<file path="src/rtl/sap_1_datapath.sv">
// SAP-1 datapath: PC, MAR, 16x8 RAM, IR, A, B, adder/subtracter and OUT
// joined by the 8-bit W bus, driven by the sequencer's 12-bit control word.
module sap_1_datapath (
  input  logic       Clk,
  input  logic       Clr,
  input  logic       Cp,
  input  logic       Ep,
  input  logic       LMbar,
  input  logic       CEbar,
  input  logic       LIbar,
  input  logic       EIbar,
  input  logic       LAbar,
  input  logic       EA,
  input  logic       SU,
  input  logic       EU,
  input  logic       LBbar,
  input  logic       LObar,
  input  logic       prog_we,
  input  logic [3:0] prog_addr,
  input  logic [7:0] prog_data,
  output logic [3:0] opcode,
  output logic [7:0] out_port,
  output logic [7:0] w_bus,
  output logic       bus_conflict
);

  logic [3:0] pc;
  logic [3:0] mar;
  logic [7:0] ir;
  logic [7:0] acc;
  logic [7:0] b_reg;
  logic [7:0] out_reg;
  logic [7:0] ram [16];
  logic [7:0] alu_result;
  logic [2:0] driver_count;

  // Subtraction is two's complement: A + ~B + 1, carry discarded.
  assign alu_result = acc + (SU ? ~b_reg : b_reg) + {7'b0000000, SU};

  always_comb begin
    w_bus = 8'h00;
    if (Ep)          w_bus = {4'h0, pc};
    else if (!CEbar) w_bus = ram[mar];
    else if (!EIbar) w_bus = {4'h0, ir[3:0]};
    else if (EA)     w_bus = acc;
    else if (EU)     w_bus = alu_result;
  end

  assign driver_count = {2'b00, Ep} + {2'b00, ~CEbar} + {2'b00, ~EIbar}
                      + {2'b00, EA} + {2'b00, EU};
  assign bus_conflict = (driver_count > 3'd1);

  // RAM is only written by the program port, and that port works even under reset.
  always_ff @(posedge Clk) begin
    if (prog_we) ram[prog_addr] <= prog_data;
  end

  always_ff @(posedge Clk) begin
    if (Clr) begin
      pc      <= 4'h0;
      mar     <= 4'h0;
      ir      <= 8'h00;
      acc     <= 8'h00;
      b_reg   <= 8'h00;
      out_reg <= 8'h00;
    end else begin
      if (Cp)     pc      <= pc + 4'h1;
      if (!LMbar) mar     <= w_bus[3:0];
      if (!LIbar) ir      <= w_bus;
      if (!LAbar) acc     <= w_bus;
      if (!LBbar) b_reg   <= w_bus;
      if (!LObar) out_reg <= w_bus;
    end
  end

  assign opcode   = ir[7:4];
  assign out_port = out_reg;

endmodule
</file>
<file path="config.mk">
export PLATFORM = sky130hd
export DESIGN_NAME = sap_1_datapath
export DESIGN_NICKNAME = d
export VERILOG_FILES = /design/src/rtl/sap_1_datapath.sv
export SDC_FILE = /design/constraint.sdc
export NUM_CORES = 1
export LEC_CHECK = 0
export ABC_CLOCK_PERIOD_IN_PS = 7500
export CAP_MARGIN = 20
export CELL_PAD_IN_SITES_DETAIL_PLACEMENT = 0
export CELL_PAD_IN_SITES_GLOBAL_PLACEMENT = 1
export CORE_MARGIN = 2
export CORE_UTILIZATION = 40
export CTS_CLUSTER_DIAMETER = 60
export DETAILED_ROUTE_END_ITERATION = 8
export GPL_TIMING_DRIVEN = 0
export PLACE_DENSITY = 0.68
export REMOVE_ABC_BUFFERS = 1
export SKIP_LAST_GASP = 1
export SLEW_MARGIN = 20
export SYNTH_ARGS = -nofsm -noshare
export SYNTH_HDL_FRONTEND = slang
export SYNTH_SLANG_ARGS = --single-unit
</file>
<file path="constraint.sdc">
create_clock -name Clk -period 7.5 [get_ports Clk]
set_input_delay 1.5 -clock Clk [delete_from_list [all_inputs] [get_ports Clk]]
set_output_delay 1.5 -clock Clk [all_outputs]
set_load 0.01 [all_outputs]
</file>
==> results.yml <==
logic_synthesis:
  synth-async-reset-ratio_pct: 0
  synth_flop_cell: "edfxtp_1"
  synth_top_area_share_pct: 51.42
  synth.distinct_cells: 58
  mappedNetlistArea_um2: 7475
  synthCells: 526
  yosysTopAreaCell: "edfxtp_1"
  ys_top_cells_by_area: "edfxtp_1 51%, dfxtp_1 12%, mux4_1 7.0%"
  synth_edf_count: 128
  ys_ff_latch: 172
  yosysSeqAreaShare_pct: 63.21
  synth-warning-count: 0
  syn_avg_cell_area_um2: 14.21
pwr:
  seqPwrFrac_pct: 49.8
  p_per_area_nw_per_um2: 246.1
  intPower_w: 0.001616
  p_leak_nw: 2.909
  clkPwrFrac_pct: 40.4
  p_switching_w: 0.0005313
  irDropWorstVdd_v: 0.0001689
  pwr-share-comb_pct: 9.7
  p_sw_share_pct: 24.74
final_layout:
  nets: 603
  diodes: 0
  seq_area_um2: 4728
  nFillCells: 1554
  layout_common_cells: "128 x edfxtp_1, 46 x clkdlybuf4s50_1, 44 x nor2_1"
  largest_register: "ram"
  final_common_cell: "edfxtp_1"
  drive_gt1_share_pct: 11.92
  largest_reg_flops: 128
  area_growth_pct: 16.74
  finalNonFillerCells: 808
  multiInputGateArea_um2: 2539
route:
  drc: 0
  drtPass1Iterations: 7
  wl_per_cell_um: 20.97
  vias: 4467
  ant_nets: 0
  avgViaCountPerCell: 5.528
  totalWireLength_mm: 16.95
  drtIter0Drc: 388
clock_network:
  cts.clk_slew.worst_paths_ps: 60
  clock_path_buffers: 2
  htreeDepth: 4
  cts_resized: 0
  tritoncts: "built"
  ctsRootBufferMaster: "clkbuf_16"
  numCtsBuffers: 17
  post_cts_buffers: 0
  clock_latency_ps: 430
  cts_hold_buf: 0
  clock_sinks: 172
grt:
  grt_max_degree: 46
  grt_pass1_vias: 4520
  antenna_found_initial: 0
  grt_overflow_total: 0
  grt_pass1_wl_mm: 26.07
  track_usage_pct: 17.84
placement:
  place_congestion: 0.7774
  portBuffers: 47
  dp_cells: 776
  hpwl_mm: 10.74
timing:
  worst_pin_slew_ps: 1044
  finalClockSkew_ps: 10.92
  finalHoldViolCount: 0
  fin_crit_ps: 6365
  slew_viol_final: 0
  setup_viol: 0
  fin_crit_sh_pct: 84.87
  max_slew_margin_pct: 30.13
  max_freq_ghz: 0.1571
  finalSetupTns_ps: 0
  rsz0062_at_grt: "no"
worst_setup_path:
  endpoint_kind: "primary output"
  regToRegStartpoint: "b_reg[0]"
  arrival_ps: 4870
  r2r-end: "b_reg[6]"
  rr_worst_depth: 9
  worst-r2r-setup-slack_ps: 4880
  crit_required_ps: 6000
  cp_max_fo: 8
  path_class: "in2out"
  worstSetupStartpointType: "input pin"
floorplan:
  chipWidth_um: 140.7
  io_pins: 48
  coreArea_um2: 18150
  num_rows: 49
  start_util_pct: 41.19
  die_area_um2: 19800
  die_y_um: 140.7
job:
  maxCapViolCount: 0
min_path:
  min_from: "mar[1]"
  holdPathStages: 2
  min_path_type: "reg2reg"
outcome:
  status: "complete, no violations"
per-layer routing:
metal  vias to the layer above  share of wire, %  GRT usage [%]
li1                       2104                 -              -
met1                      2212                45          23.14
met2                       130                49          29.76
met3                        21               4.5          4.246
met4                         0               1.5          5.789
met5                         -                 0              0
synth_stat cells (3+ instances only):
master    number
nor2b_1        7
nand2_1       34
o22ai_1        6
a21oi_1       19
xor2_1        10
nor3_1         6
nor2_1        45
buf_4          4
o21ai_1        5
dfxtp_1       44
inv_1          9
buf_2         12
nand3b_1      10
a31oi_1        4
or2_2          5
o32ai_1        8
mux4_1        20
o21a_1         4
a311oi_1       3
mux4_2         4
mux2i_1       32
edfxtp_1     128
o21ai_0       15
or3_1          4
o211ai_1       4
nand4_1        4
ha_1           8
xnor2_1        4
nand3_1       10
clkbuf_1      13
nand2b_1       6
a22oi_1        5
area by class of cell:
type,count,share of cell area [%]
sequential,172,54.19
multi-input combinational,311,29.09
timing repair buffer,54,6.410
clock buffer,17,4.875
tap,229,3.284
clock inverter,15,1.721
inverter,10,0.4302
power by group through the flow:
stage	clock, W	sequential [W]	combinational, W
2_1_floorplan	0	0.00109	0.000110
3_3_place_gp	0	0.00110	0.000193
3_5_place_dp	0	0.00109	0.000209
4_1_cts	0.000882	0.00107	0.000211
5_1_grt	0.000925	0.00107	0.000228
6_report	0.000868	0.00107	0.000209
how the worst max path moves through the flow:
stage	from	to	slack, ps	depth (start not counted)
floorplan	SU	w_bus[4]	2780	9
global placement	SU	w_bus[4]	1220	11
detailed placement	SU	w_bus[4]	1190	11
CTS	SU	w_bus[4]	1170	11
global route	SU	w_bus[4]	1030	11
finish	SU	w_bus[4]	1130	11
worst max-delay path: stages:
cell	delay (ps)
clkdlybuf4s50_1	670
mux2i_1	350
inv_1	90
fa_1	430
a211oi_1	310
o21ai_0	150
a2bb2oi_1	150
nor3_1	480
nor2_1	80
nor2_1	100
clkdlybuf4s50_1	560
metrics by stage:
step / util (%) / total power (W) / area [um2] / hold slack, ps / setup WS [ps]
after global placement: 44.28 / 0.001290 / 8035 / 455.5 / 1225
after detailed placement: 44.90 / 0.001301 / 8148 / 451.1 / 1188
after floorplan: - / 0.001200 / 7278 / 430.8 / 2783
after global routing: 48.08 / 0.002226 / 8726 / 484.9 / 1027
final: 48.08 / 0.002148 / 8726 / 464.5 / 1135
after CTS: 48.07 / 0.002163 / 8723 / 466.3 / 1171
logic make-up (layout without fill, tap and decap cells):
kind of cell / after synthesis / after routing / synth area share, %
compound gates: 87 / 87 / 7.868
xor+xnor: 14 / 14 / 1.640
fa+ha+maj: 10 / 10 / 1.875
buf+inv: 43 / 96 / 3.130
flops: 172 / 172 / 63.21
mux: 58 / 58 / 12.82
simple gates: 142 / 142 / 9.458
Note: power is estimated with default switching activity, not from simulation.
